--- src/rtl/bayer_src_pkg.sv ---
// Shared constants and types for the synthetic Bayer pattern source.
// Optional noise feature: BAYER_PATTERN_NOISE_EN (LFSR seed/taps live here).
package bayer_src_pkg;

  localparam logic [1:0] PAT_FLAT  = 2'b00;
  localparam logic [1:0] PAT_VBAR  = 2'b01;
  localparam logic [1:0] PAT_CHECK = 2'b10;
  localparam logic [1:0] PAT_RAMP  = 2'b11;

  typedef enum logic [1:0] {
    StIdle,
    StActive,
    StHblank,
    StVblank
  } state_e;

  // Right-shifting Fibonacci LFSR, taps 16,14,13,11 map to bits 0,2,3,5.
  localparam logic [15:0] LFSR_SEED = 16'hACE1;
  localparam logic [15:0] LFSR_TAPS = 16'h002D;

  // Same value for all four Bayer phases, so the 2x2 average equals the pattern.
  function automatic logic [11:0] pattern_value(input logic [1:0]  pat,
                                                input logic [11:0] level,
                                                input logic [10:0] x,
                                                input logic        y5);
    logic [11:0] p;
    p = '0;
    unique case (pat)
      PAT_FLAT:  p = level;
      PAT_VBAR:  p = x[6] ? 12'hFFF : 12'h000;
      PAT_CHECK: p = (x[5] ^ y5) ? 12'hFFF : 12'h000;
      PAT_RAMP:  p = {x[10:0], 1'b0};
      default:   p = '0;
    endcase
    return p;
  endfunction

endpackage

--- src/rtl/bayer_src_timing.sv ---
// Raster timing FSM: ACTIVE rows, HBLANK gaps, VBLANK tail.
// Outputs are the values the output registers take on the next edge, so that
// the top level can register pixel, valid and coordinates in a single stage.
module bayer_src_timing
  import bayer_src_pkg::*;
#(
  parameter int unsigned H_ACTIVE = 1280,
  parameter int unsigned V_ACTIVE = 960,
  parameter int unsigned H_BLANK  = 32,
  parameter int unsigned V_BLANK  = 2000
) (
  input  logic        i_clk,
  input  logic        i_rst,
  input  logic        i_start,
  input  logic        i_free_run,
  output logic        o_nxt_dval,
  output logic [15:0] o_nxt_x,
  output logic [15:0] o_nxt_y,
  output logic        o_nxt_busy,
  output logic        o_nxt_done,
  output logic        o_frame_start
);

  localparam logic [15:0] HaLast = 16'(H_ACTIVE - 1);
  localparam logic [15:0] VaLast = 16'(V_ACTIVE - 1);
  localparam logic [15:0] HbLast = 16'(H_BLANK - 1);
  localparam logic [15:0] VbLast = 16'(V_BLANK - 1);

  state_e      r_state, w_state_d;
  logic [15:0] r_cnt, w_cnt_d;
  logic [15:0] r_row, w_row_d;
  logic        w_start;

  // State, phase counter and row register.
  always_ff @(posedge i_clk or posedge i_rst) begin
    if (i_rst) begin
      r_state <= StIdle;
      r_cnt   <= '0;
      r_row   <= '0;
    end else begin
      r_state <= w_state_d;
      r_cnt   <= w_cnt_d;
      r_row   <= w_row_d;
    end
  end

  // Next-state logic; r_cnt is the column in ACTIVE and the blank count elsewhere.
  always_comb begin
    w_state_d = r_state;
    w_cnt_d   = r_cnt;
    w_row_d   = r_row;
    w_start   = 1'b0;
    unique case (r_state)
      StIdle: begin
        if (i_start || i_free_run) begin
          w_state_d = StActive;
          w_cnt_d   = '0;
          w_row_d   = '0;
          w_start   = 1'b1;
        end
      end
      StActive: begin
        if (r_cnt == HaLast) begin
          w_state_d = StHblank;
          w_cnt_d   = '0;
        end else begin
          w_cnt_d = r_cnt + 16'd1;
        end
      end
      StHblank: begin
        if (r_cnt == HbLast) begin
          w_cnt_d = '0;
          if (r_row < VaLast) begin
            w_state_d = StActive;
            w_row_d   = r_row + 16'd1;
          end else begin
            w_state_d = StVblank;
          end
        end else begin
          w_cnt_d = r_cnt + 16'd1;
        end
      end
      StVblank: begin
        if (r_cnt == VbLast) begin
          w_cnt_d = '0;
          w_row_d = '0;
          if (i_free_run) begin
            w_state_d = StActive;
            w_start   = 1'b1;
          end else begin
            w_state_d = StIdle;
          end
        end else begin
          w_cnt_d = r_cnt + 16'd1;
        end
      end
      default: w_state_d = StIdle;
    endcase
  end

  // Decode next-cycle outputs from the next state.
  always_comb begin
    o_nxt_dval    = (w_state_d == StActive);
    o_nxt_x       = o_nxt_dval ? w_cnt_d : 16'd0;
    o_nxt_y       = (w_state_d == StActive || w_state_d == StHblank) ? w_row_d : 16'd0;
    o_nxt_busy    = (w_state_d != StIdle);
    o_nxt_done    = (w_state_d == StVblank) && (w_cnt_d == VbLast);
    o_frame_start = w_start;
  end

endmodule

--- src/rtl/bayer_pattern_source.sv ---
// Synthetic Bayer pixel transmitter: framed raster with one of four patterns.
// Optional macro BAYER_PATTERN_NOISE_EN adds LFSR noise to the low nibble.
module bayer_pattern_source
  import bayer_src_pkg::*;
#(
  parameter int unsigned H_ACTIVE = 1280,
  parameter int unsigned V_ACTIVE = 960,
  parameter int unsigned H_BLANK  = 32,
  parameter int unsigned V_BLANK  = 2000
) (
  input  logic        iCLK,
  input  logic        iRST,
  input  logic        iStart,
  input  logic        iFree_Run,
  input  logic [1:0]  iPattern,
  input  logic [11:0] iLevel,
  output logic [11:0] oDATA,
  output logic        oDVAL,
  output logic [15:0] oX_Cont,
  output logic [15:0] oY_Cont,
  output logic        oBusy,
  output logic        oFrameDone,
  output logic [15:0] oFrame_Cont
);

  logic        w_dval_nxt;
  logic [15:0] w_x_nxt;
  logic [15:0] w_y_nxt;
  logic        w_busy_nxt;
  logic        w_done_nxt;
  logic        w_start;
  logic [1:0]  w_pat;
  logic [11:0] w_level;
  logic [11:0] w_pattern;
  logic [11:0] w_pixel;

  logic [1:0]  r_pat;
  logic [11:0] r_level;
  logic [11:0] r_data;
  logic        r_dval;
  logic [15:0] r_x;
  logic [15:0] r_y;
  logic        r_busy;
  logic        r_done;
  logic [15:0] r_frame_cont;

  bayer_src_timing #(
    .H_ACTIVE (H_ACTIVE),
    .V_ACTIVE (V_ACTIVE),
    .H_BLANK  (H_BLANK),
    .V_BLANK  (V_BLANK)
  ) u_timing (
    .i_clk         (iCLK),
    .i_rst         (iRST),
    .i_start       (iStart),
    .i_free_run    (iFree_Run),
    .o_nxt_dval    (w_dval_nxt),
    .o_nxt_x       (w_x_nxt),
    .o_nxt_y       (w_y_nxt),
    .o_nxt_busy    (w_busy_nxt),
    .o_nxt_done    (w_done_nxt),
    .o_frame_start (w_start)
  );

  // Latch pattern selection and level at every frame start.
  always_ff @(posedge iCLK or posedge iRST) begin
    if (iRST) begin
      r_pat   <= PAT_FLAT;
      r_level <= '0;
    end else if (w_start) begin
      r_pat   <= iPattern;
      r_level <= iLevel;
    end
  end

  // The first pixel of a frame is emitted on the start edge, so bypass the latch then.
  always_comb begin
    w_pat     = w_start ? iPattern : r_pat;
    w_level   = w_start ? iLevel : r_level;
    w_pattern = pattern_value(w_pat, w_level, w_x_nxt[10:0], w_y_nxt[5]);
  end

`ifdef BAYER_PATTERN_NOISE_EN
  logic [15:0] r_lfsr;
  logic        w_lfsr_fb;

  // LFSR advances once per emitted pixel and is never reseeded by framing.
  always_ff @(posedge iCLK or posedge iRST) begin
    if (iRST) begin
      r_lfsr <= LFSR_SEED;
    end else if (w_dval_nxt) begin
      r_lfsr <= {w_lfsr_fb, r_lfsr[15:1]};
    end
  end

  // Pixel value with the current LFSR nibble folded in.
  always_comb begin
    w_lfsr_fb = ^(r_lfsr & LFSR_TAPS);
    w_pixel   = w_dval_nxt ? (w_pattern ^ {8'h00, r_lfsr[3:0]}) : 12'h000;
  end
`else
  // Pixel value, forced to zero outside valid cycles.
  always_comb begin
    w_pixel = w_dval_nxt ? w_pattern : 12'h000;
  end
`endif

  // Output registers and completed-frame counter.
  always_ff @(posedge iCLK or posedge iRST) begin
    if (iRST) begin
      r_data       <= '0;
      r_dval       <= 1'b0;
      r_x          <= '0;
      r_y          <= '0;
      r_busy       <= 1'b0;
      r_done       <= 1'b0;
      r_frame_cont <= '0;
    end else begin
      r_data <= w_pixel;
      r_dval <= w_dval_nxt;
      r_x    <= w_x_nxt;
      r_y    <= w_y_nxt;
      r_busy <= w_busy_nxt;
      r_done <= w_done_nxt;
      if (w_done_nxt) begin
        r_frame_cont <= r_frame_cont + 16'd1;
      end
    end
  end

  assign oDATA       = r_data;
  assign oDVAL       = r_dval;
  assign oX_Cont     = r_x;
  assign oY_Cont     = r_y;
  assign oBusy       = r_busy;
  assign oFrameDone  = r_done;
  assign oFrame_Cont = r_frame_cont;

endmodule

--- config.mk ---
export PLATFORM = sky130hd
export DESIGN_NAME = bayer_pattern_source
export DESIGN_NICKNAME = d
export VERILOG_FILES = /design/src/rtl/bayer_src_pkg.sv /design/src/rtl/bayer_src_timing.sv /design/src/rtl/bayer_pattern_source.sv
export SDC_FILE = /design/constraint.sdc
export NUM_CORES = 1
export LEC_CHECK = 0
export ABC_AREA = 1
export CORE_MARGIN = 8
export CORE_UTILIZATION = 35
export CTS_CLUSTER_SIZE = 10
export DETAILED_ROUTE_END_ITERATION = 7
export DONT_BUFFER_PORTS = 1
export HOLD_SLACK_MARGIN = 0.1
export PLACE_DENSITY = 0.56
export SYNTH_ARGS = -nofsm -noshare
export SYNTH_HDL_FRONTEND = slang
export SYNTH_SLANG_ARGS = --single-unit
--- constraint.sdc ---
create_clock -name iCLK -period 6.3 [get_ports iCLK]
set_clock_uncertainty 0.1 [all_clocks]
set_input_delay 1.26 -clock iCLK [delete_from_list [all_inputs] [get_ports iCLK]]
set_output_delay 1.26 -clock iCLK [all_outputs]
set_load 0.01 [all_outputs]
==> results.json, run 1 <==
{
  "status": "complete, no violations",
  "synth-simple-area-share": 0.340,
  "synth.distinct_cells": 42,
  "cp.arrival_ns": 4.45,
  "synth_ff_type": "dfrtp_1",
  "post_cts_buffers": 0,
  "end_kind": "flop",
  "drive_gt1_frac": 0.0882,
  "wl_mm": 15.2,
  "min_period_ns": 4.30,
  "ys_seq_area_frac": 0.463,
  "layout_common_cells": "nand2_1, dfrtp_1, inv_1",
  "grt_usage": 0.147,
  "yosysWarnings": 0,
  "syn_inst": 761,
  "vias": 4736,
  "grt_pass1_vias": 4648,
  "maxSlewViolCount": 0,
  "clk_pin_slew_ns": 0.08,
  "nFillCells": 1796,
  "crit_chain": "ha_1, nand2_2, nor2_1, nand2_1, nor2_1, nand2_1, nor2_1, inv_1, nand2_1, inv_1, o21ai_0, o211ai_1, a22oi_1, ha_1, buf_4, inv_1, a21oi_1, nand3_1, nand3_1, nand3_1, nand2_1, inv_1",
  "wl_met1_mm": 7.01,
  "min_period_over_period": 0.682,
  "cp_num_buf_inv": 5,
  "grt_pass1_wl_mm": 25.5,
  "hpwlAfterDp_mm": 11.3,
  "layout_commonest_cell": "nand2_1",
  "synth_top_family_by_area": "simple AND/OR/NAND/NOR gates",
  "drcViolationCount": 0,
  "cap_violations": 0,
  "first_pass_iters": 4,
  "async_flop_share": 1.00,
  "synth_xor_area_frac": 0.0292,
  "cts_resized": 0,
  "critPathLaunch": "u_timing.r_cnt[0]$_DFF_PP0_",
  "fmax_mhz": 233,
  "synth_area_um2": 6000,
  "antenna_found_initial": 0,
  "grt_max_degree": 73,
  "synth-seq-cells": 111,
  "rsz0062_at_grt": "false",
  "cp_data_required_time_ns": 6.45,
  "vias_per_cell": 4.81,
  "top_layer_used": "met4",
  "instances_no_fill": 985,
  "layout.nets": 783,
  "die_area_um2": 21600,
  "slew_headroom": 0.397,
  "hold_class": "reg2reg",
  "cts_buffer_depth": 2,
  "muxShareOfSynthArea": 0.00188,
  "hold_viol_final": 0,
  "cp_slowest_stage_delay_ns": 0.46,
  "dr_wl_met2_mm": 6.95,
  "dieHeight_um": 147,
  "postRouteAntennaNets": 0,
  "p_per_area_nw_per_um2": 334,
  "cts_sinks": 111,
  "setup_tns_ns": 0,
  "clock_latency_ns": 0.36,
  "synth_enable_flop_cells": 0,
  "fp.dieW_um": 147,
  "dp.cells": 969,
  "htree_levels": 3,
  "routabilityCongestion": 0.877,
  "synthTopCellsByArea": "dfrtp_1, nand2_1, inv_1",
  "port-buffer-count": 0,
  "leakage_nw": 3.28,
  "setup-violations-final": 0,
  "tightest_slew_ns": 0.905,
  "synth-compound-area-share": 0.0588,
  "drtIter0Drc": 193,
  "area_growth_pct": 7.95,
  "wire_per_inst_um": 15.5,
  "rows": 48,
  "worst_setup_path_start_kind": "flop",
  "cp_max_fo": 22,
  "hold_buffers": 0,
  "synth_area_leader_cell": "dfrtp_1",
  "critPathSlowestCell": "dfrtp_1",
  "r2r-start": "u_timing.r_cnt[0]$_DFF_PP0_",
  "cts_root_buf": "clkbuf_16",
  "detailroute.wirelength.met3_mm": 1.06,
  "numCtsBuffers": 9,
  "avgSynthCellArea_um2": 7.88,
  "worst_slack_ns": 2.00,
  "yosys.area.top_type_share": 0.463,
  "io_pins": 81,
  "core_um2": 17100,
  "cts_tree": "built",
  "worstHoldStart": "r_level[6]$_DFF_PP0_",
  "place_ws_ns": 2.04,
  "diodes": 0,
  "start_util": 0.352,
  "total_power_mw": 2.16,
  "synth-adder-area-share": 0.0209,
  "critPathTopFamily": "simple AND/OR/NAND/NOR gates",
  "critical_path_class": "reg2reg",
  "vdd_drop_max_mv": 0.236,
  "grt_overflow": 0,
  "syn_nets": 789
}
## sequential cells by signal, summed over array words and instances, names as in the netlist, 2 cells and up
| register | cells |
|---|---|
| u_timing.r_cnt | 16 |
| oFrame_Cont | 16 |
| oY_Cont | 16 |
| r_pat | 2 |
| oX_Cont | 16 |
| oDATA | 12 |
| u_timing.r_row | 16 |
| u_timing.r_state | 2 |
| r_level | 12 |
## cell type report
class	instances	area (um^2)	share of cell area
Clock inverter	5	38.8	0.00599
Multi-Input combinational cell	522	2700	0.417
Inverter	107	404	0.0624
Clock buffer	11	243	0.0375
Timing Repair Buffer	4	30.0	0.00464
Tap cell	225	282	0.0435
Sequential cell	111	2780	0.429
## worst paths after layout
kind / endpoint / cells past startpoint / slack, ns
min in group asynchronous: oFrame_Cont[10]$_DFFE_PP0P_ / 1 / 0.85
max reg2reg: oDATA[3]$_DFF_PP0_ / 22 / 2.00
max in group asynchronous: oX_Cont[3]$_DFF_PP0_ / 2 / 4.15
min: r_level[6]$_DFF_PP0_ / 2 / 0.38
max: oDATA[3]$_DFF_PP0_ / 22 / 2.00
min reg2reg: r_level[6]$_DFF_PP0_ / 2 / 0.38
## Yosys cell counts (2+ instances only)
cell and number:
nor4_1 6, nor2_1 79, nand3_1 60, a22oi_1 2, xnor2_1 3, buf_6 2
nand2_4 4, o21ai_1 2, inv_2 3, buf_2 8, o21ai_0 25, nand3b_1 6
clkbuf_1 6, a21oi_1 16, nand2_1 195, nor3_1 15, inv_1 104, ha_1 10
dfrtp_1 111, nand3_4 3, nor2_2 12, o22ai_2 2, nand2_2 13, nand4_1 21
o21bai_1 2, buf_4 4, and2_1 8, a21boi_0 7, xor2_1 17, nand3_2 3
## logic make-up (layout without fill, tap and decap cells)
| family | Yosys count | in the layout |
|---|---|---|
| buffers and inverters | 128 | 127 |
| flip-flops | 111 | 111 |
| multiplexers | 1 | 1 |
| AO/OA/AOI/OAI | 60 | 60 |
| AND/OR/NAND/NOR | 431 | 431 |
| XOR/XNOR | 20 | 20 |
| adder cells (fa/ha/maj) | 10 | 10 |
## worst register-to-register path: stages, from the launching register on
cell and delay [ns]:
dfrtp_1 0.46, ha_1 0.26, nand2_2 0.09, nor2_1 0.20, nand2_1 0.08, nor2_1 0.26
nand2_1 0.08, nor2_1 0.16, inv_1 0.13, nand2_1 0.08, inv_1 0.06, o21ai_0 0.08
o211ai_1 0.11, a22oi_1 0.27, ha_1 0.21, buf_4 0.24, inv_1 0.21, a21oi_1 0.34
nand3_1 0.18, nand3_1 0.33, nand3_1 0.13, nand2_1 0.09, inv_1 0.04
## report_power, final
| part | internal, mW | switching, mW | total (mW) |
|---|---|---|---|
| logic | 0.198 | 0.508 | 0.707 |
| registers | 0.819 | 0.0826 | 0.901 |
| clock network | 0.283 | 0.270 | 0.552 |
| total | 1.30 | 0.861 | 2.16 |
## routing by layer
metal,global-route usage,vias up
met2,0.232,103
met4,0.0357,0
li1,-,2402
met3,0.0529,12
met5,0,-
met1,0.188,2219
## stage by stage
stage	hold WS (ns)	area [um^2]	utilization
after detailed placement	0.356	6190	0.363
after global routing	0.400	6480	0.380
final	0.375	6480	0.380
after CTS	0.378	6480	0.380
after floorplan	0.333	6000	-
after global placement	0.360	6190	0.363
(Power assumes the default switching activity.)
==> run 2, diff against run 1 <==
--- a/config.mk
+++ b/config.mk
@@ -12,7 +12,7 @@
 export DETAILED_ROUTE_END_ITERATION = 7
 export DONT_BUFFER_PORTS = 1
 export HOLD_SLACK_MARGIN = 0.1
-export PLACE_DENSITY = 0.56
+export PLACE_DENSITY = 0.58
 export SYNTH_ARGS = -nofsm -noshare
 export SYNTH_HDL_FRONTEND = slang
 export SYNTH_SLANG_ARGS = --single-unit
==> constraint.sdc (replaced) <==
create_clock -name iCLK -period 3.51 [get_ports iCLK]
set_clock_uncertainty 0.1 [all_clocks]
set_input_delay 0.702 -clock iCLK [delete_from_list [all_inputs] [get_ports iCLK]]
set_output_delay 0.702 -clock iCLK [all_outputs]
set_load 0.01 [all_outputs]
==> run 2 against run 1 <==
Compared with the run above: final cell count grew 1.6%; worst setup slack worse by 1.7 ns; maximum frequency up 35%; design area is 3.1% higher; register-to-register slack got worse by 1.7 ns; largest power group unchanged.
==> results.json, run 2 (same netlist as run 1, synthesis figures left out) <==
{
  "maxSlewViolCount": 0,
  "wl_mm": 15.3,
  "die_area_um2": 21600,
  "dieHeight_um": 147,
  "grt_pass1_wl_mm": 25.0,
  "min_period_ns": 3.17,
  "rr_worst_depth": 23,
  "rsz0062_at_grt": "false",
  "cts_buffer_depth": 2,
  "numCtsBuffers": 9,
  "fp.dieW_um": 147,
  "cts_root_buf": "clkbuf_16",
  "slew_headroom": 0.419,
  "cp_data_required_time_ns": 3.72,
  "grt_overflow": 0,
  "grt_usage": 0.145,
  "vias": 4761,
  "total_power_mw": 4.02,
  "end_kind": "flop",
  "p_per_area_nw_per_um2": 602,
  "leakage_nw": 3.38,
  "layout.nets": 799,
  "wire_per_inst_um": 15.3,
  "port-buffer-count": 0,
  "hold_viol_final": 0,
  "cts_sinks": 111,
  "nFillCells": 1792,
  "cp.arrival_ns": 3.38,
  "postRouteAntennaNets": 0,
  "layout_common_cells": "nand2_1, dfrtp_1, inv_1",
  "clk_pin_slew_ns": 0.09,
  "core_um2": 17100,
  "vdd_drop_max_mv": 0.365,
  "worst_setup_path_start_kind": "flop",
  "hpwlAfterDp_mm": 11.4,
  "cts_tree": "built",
  "status": "complete, no violations",
  "htree_levels": 3,
  "drive_gt1_frac": 0.115,
  "setup_tns_ns": 0,
  "io_pins": 81,
  "diodes": 0,
  "r2r_end": "oDATA[3]$_DFF_PP0_",
  "drtIter0Drc": 254,
  "fmax_mhz": 315,
  "layout_commonest_cell": "nand2_1",
  "antenna_found_initial": 0,
  "cp_max_fo": 7,
  "first_pass_iters": 5,
  "grt_max_degree": 79,
  "drcViolationCount": 0,
  "critical_path_class": "reg2reg",
  "setup-violations-final": 0,
  "rrSetupSlack_ns": 0.34,
  "min_period_over_period": 0.904,
  "clock_latency_ns": 0.36,
  "rows": 48,
  "start_util": 0.352,
  "r2r-start": "u_timing.r_cnt[1]$_DFF_PP0_",
  "post_cts_buffers": 0,
  "cap_violations": 0,
  "hold_class": "in2async",
  "vias_per_cell": 4.76,
  "tightest_slew_ns": 0.865,
  "grt_pass1_vias": 4687,
  "area_growth_pct": 11.2,
  "routabilityCongestion": 0.886
}
## run 2: cell count changes in the layout (fill, tap and decap cells not counted), sizes merged
cell,delta
clkinv,+2
clkbuf,-2
buf,+16
## run 2: worst max-delay path by stage
stage	start	endpoint	slack [ns]
after detailed placement	u_timing.r_cnt[1]$_DFF_PP0_	oDATA[0]$_DFF_PP0_	0.02
final	u_timing.r_cnt[1]$_DFF_PP0_	oDATA[3]$_DFF_PP0_	0.34
after global routing	u_timing.r_cnt[1]$_DFF_PP0_	oDATA[3]$_DFF_PP0_	0.02
after global placement	u_timing.r_cnt[1]$_DFF_PP0_	oDATA[5]$_DFF_PP0_	0.11
after floorplan	u_timing.r_cnt[0]$_DFF_PP0_	oDATA[10]$_DFF_PP0_	0.42
after CTS	u_timing.r_cnt[1]$_DFF_PP0_	oDATA[0]$_DFF_PP0_	0.02
## run 2: metrics by stage
stage | setup WS (ns) | cell area, um^2 | cells | hold slack [ns] | utilization
final | 0.339 | 6670 | 1001 | 0.228 | 0.391
after floorplan | 0.424 | 6000 | 761 | 0.333 | -
after global placement | 0.108 | 6330 | 985 | 0.350 | 0.371
after detailed placement | 0.0245 | 6330 | 985 | 0.356 | 0.371
after global routing | 0.0214 | 6670 | 1001 | 0.282 | 0.391
after CTS | 0.0184 | 6640 | 1001 | 0.242 | 0.389
## run 2: power breakdown
group / switching [mW] / internal [mW] / leakage, nW
logic: 0.930 / 0.422 / 1.73
registers: 0.142 / 1.47 / 1.50
clock network: 0.542 / 0.512 / 0.150
total: 1.61 / 2.40 / 3.38
## run 2: worst max-delay path, cell delays in order, from the launching register on
cell and delay, ns:
dfrtp_1 0.37, ha_1 0.19, nand2_2 0.08, nor2_1 0.18, nand2_1 0.09, nor2_2 0.17
nand2_1 0.06, nor2_1 0.12, inv_1 0.11, nand2_1 0.07, inv_1 0.05, o21ai_0 0.08
o211ai_1 0.13, a22oi_2 0.20, ha_1 0.26, inv_1 0.07, buf_4 0.17, nor2_1 0.21
nand3_1 0.13, nand2_1 0.09, inv_1 0.04, nand3_1 0.07, nand2_1 0.05, inv_1 0.04
## run 2: routing by layer
layer / track usage / part of all wire
met3: 0.0514 / 0.076
met2: 0.219 / 0.45
met4: 0.0566 / 0.019
met1: 0.186 / 0.46
met5: 0 / 0
## run 2: layout make-up
class | count | area, um^2 | share of cell area
Inverter | 107 | 405 | 0.0607
Clock buffer | 9 | 225 | 0.0337
Sequential cell | 111 | 2780 | 0.416
Tap cell | 225 | 282 | 0.0422
Clock inverter | 7 | 81.3 | 0.0122
Multi-Input combinational cell | 522 | 2740 | 0.410
Timing Repair Buffer | 20 | 166 | 0.0249
## run 2: timing repair
action	4_1_cts	5_1_grt
endpoints found under the hold margin	0	0
endpoints found under the setup margin	0	28
hold buffers	0	0
resized for setup	0	8
==> run 3, diff against run 2 <==
--- a/config.mk
+++ b/config.mk
@@ -15,4 +15,5 @@
 export PLACE_DENSITY = 0.58
 export SYNTH_ARGS = -nofsm -noshare
 export SYNTH_HDL_FRONTEND = slang
+export SYNTH_HIERARCHICAL = 1
 export SYNTH_SLANG_ARGS = --single-unit
==> run 3 against run 2 <==
Compared with the run above: critical path depth rose by 1; routed wire length fell by 11%; worst setup slack got worse by 0.017 ns; critical path type unchanged; area after synthesis fell by 4.7%; critical endpoint is now oFrame_Cont[13]$_DFFE_PP0P_; design area fell by 4.3%; largest cell class unchanged; total power fell by 41%; sequential share of layout area rose by 1.9 points; maximum frequency fell by 0.53%; hold slack improved by 0.046 ns.
==> results.json, run 3 <==
{
  "port-buffer-count": 0,
  "yosysWarnings": 6,
  "grt_max_degree": 47,
  "area_growth_pct": 11.6,
  "hpwlAfterDp_mm": 10.1,
  "drcViolationCount": 0,
  "grt_pass1_wl_mm": 22.0,
  "wl_mm": 13.5,
  "setup-violations-final": 0,
  "fin_area_um2": 6380,
  "layout_common_cells": "nand2_1, dfrtp_1, inv_1",
  "setup_tns_ns": 0,
  "vias": 4299,
  "worst_setup_path_start_kind": "flop",
  "diodes": 0,
  "antenna_found_initial": 0,
  "tightest_slew_ns": 0.848,
  "async_flop_share": 1.00,
  "ys_seq_area_frac": 0.486,
  "htree_levels": 3,
  "cp_num_buf_inv": 4,
  "grt_pass1_vias": 4143,
  "drtIter0Drc": 197,
  "crit_chain": "ha_2, nand3_2, inv_2, nand2_1, nor2_1, nand2_2, inv_2, nor2_1, o21ai_2, nand2_1, o21ai_2, ha_2, nand3_1, nor2_1, nand3_1, nor2_2, buf_6, nand2_1, nor2_4, nand2_4, nor2_4, nand3_1, nand2_1, inv_1",
  "worst_slack_ns": 0.322,
  "synth_area_um2": 5720,
  "yosys.area.top_type_share": 0.486,
  "cts_root_buf": "clkbuf_16",
  "grt_usage": 0.138,
  "avgSynthCellArea_um2": 8.22,
  "vias_per_cell": 4.59,
  "dieHeight_um": 144,
  "slew_headroom": 0.434,
  "vdd_drop_max_mv": 0.227,
  "routabilityCongestion": 0.839,
  "cp_slowest_stage_delay_ns": 0.39,
  "cts_buffer_depth": 2,
  "leakage_nw": 3.34,
  "hold_viol_final": 0,
  "clk_pin_slew_ns": 0.07,
  "layout_commonest_cell": "nand2_1",
  "postRouteAntennaNets": 0,
  "syn_nets": 724,
  "whs_ns": 0.275,
  "core_um2": 15900,
  "cp.arrival_ns": 3.34,
  "clock_latency_ns": 0.36,
  "min_period_over_period": 0.908,
  "fp.dieW_um": 144,
  "p_per_area_nw_per_um2": 368,
  "layout.nets": 743,
  "yosys-top-cells-count": "nand2_1, dfrtp_1, inv_1",
  "cap_violations": 0,
  "critical_path_class": "reg2reg",
  "critPathTopFamily": "simple AND/OR/NAND/NOR gates",
  "synth_area_leader_cell": "dfrtp_1",
  "start_util": 0.359,
  "min_period_ns": 3.19,
  "synth.distinct_cells": 39,
  "cts_sinks": 111,
  "synth.most_common_cell": "nand2_1",
  "crit_cells": 24,
  "rsz0062_at_grt": "false",
  "maxSlewViolCount": 0,
  "end_kind": "flop",
  "numCtsBuffers": 9,
  "hold_class": "in2async",
  "die_area_um2": 20700,
  "dpl-instance-area_um2": 6000,
  "rows": 46,
  "synth-seq-cells": 111,
  "nFillCells": 1667,
  "cp_max_fo": 6,
  "wire_per_inst_um": 14.5,
  "status": "complete, no violations",
  "first_pass_iters": 5,
  "cts_tree": "built",
  "fmax_mhz": 314,
  "synth_enable_flop_cells": 0,
  "critPathSlowestCell": "dfrtp_1",
  "place_ws_ns": 0.0853,
  "synth_ff_type": "dfrtp_1",
  "io_pins": 81,
  "cp_data_required_time_ns": 3.66,
  "rr_worst_depth": 24,
  "grt_overflow": 0,
  "crit_path_frequent_cell": "nand2_1",
  "drive_gt1_frac": 0.165,
  "synthTopCellsByArea": "dfrtp_1, nand2_1, inv_1",
  "syn_inst": 696
}
run 3: changes by cell type after synthesis, sizes merged, moves of 5 or more:
cell	before	now
nor2	93	82
inv	107	112
nor4	6	0
a21boi	7	2
nand4	23	6
nand2	212	192
a21oi	16	27
or2	0	10
nor3	15	7
nand3	66	56
run 3: cells by family after synthesis:
group,Yosys count,synth area share
flops,111,0.486
mux,1,0.00197
compound gates,58,0.0576
xor+xnor,24,0.0368
buf+inv,131,0.0987
simple gates,361,0.297
fa+ha+maj,10,0.0219
run 3: layout make-up:
type / count / area [um^2] / share of cell area
flip-flops and latches: 111 / 2780 / 0.436
multi-input cells: 454 / 2420 / 0.380
inverters: 114 / 432 / 0.0676
well taps: 216 / 270 / 0.0423
clock buffers: 11 / 243 / 0.0380
repair buffers: 25 / 204 / 0.0319
clock inverters: 5 / 31.3 / 0.00490
run 3: worst paths after layout:
kind	end	slack (ns)	start
min	oY_Cont[14]$_DFF_PP0_	0.27	iRST
max in group asynchronous	u_timing/r_cnt[4]$_DFF_PP0_	2.29	iRST
max	oFrame_Cont[13]$_DFFE_PP0P_	0.32	u_timing/r_cnt[0]$_DFF_PP0_
min in group iCLK	r_level[3]$_DFF_PP0_	0.37	iLevel[3]
max reg2reg	oFrame_Cont[13]$_DFFE_PP0P_	0.32	u_timing/r_cnt[0]$_DFF_PP0_
min reg2reg	u_timing/r_row[12]$_DFF_PP0_	0.41	u_timing/r_row[12]$_DFF_PP0_
run 3: stage by stage:
stage | util | std cells | power, mW
after floorplan | - | 696 | 1.39
after global placement | 0.376 | 912 | 1.41
after detailed placement | 0.376 | 912 | 1.41
after CTS | 0.394 | 928 | 2.40
after global routing | 0.400 | 936 | 2.47
final | 0.400 | 936 | 2.35
run 3: timing repair:
action,4_1_cts,5_1_grt
setup buffers,0,8
endpoints found under the setup margin,0,25
hold buffers,0,0
gates resized for setup,0,18
endpoints found under the hold margin,0,0
run 3: layer usage:
metal | share of wire | up-vias | routed length, um | GRT usage
li1 | - | 2173 | - | -
met1 | 0.44 | 2043 | 5970 | 0.168
met2 | 0.48 | 71 | 6490 | 0.224
met3 | 0.065 | 12 | 879 | 0.0484
met4 | 0.014 | 0 | 194 | 0.0432
met5 | 0 | - | 0 | 0
run 3: where the power goes:
part | switching, mW | internal, mW
Clock | 0.473 | 0.501
Combinational | 0.0608 | 0.0229
Sequential | 0.00311 | 1.29
Total | 0.536 | 1.81
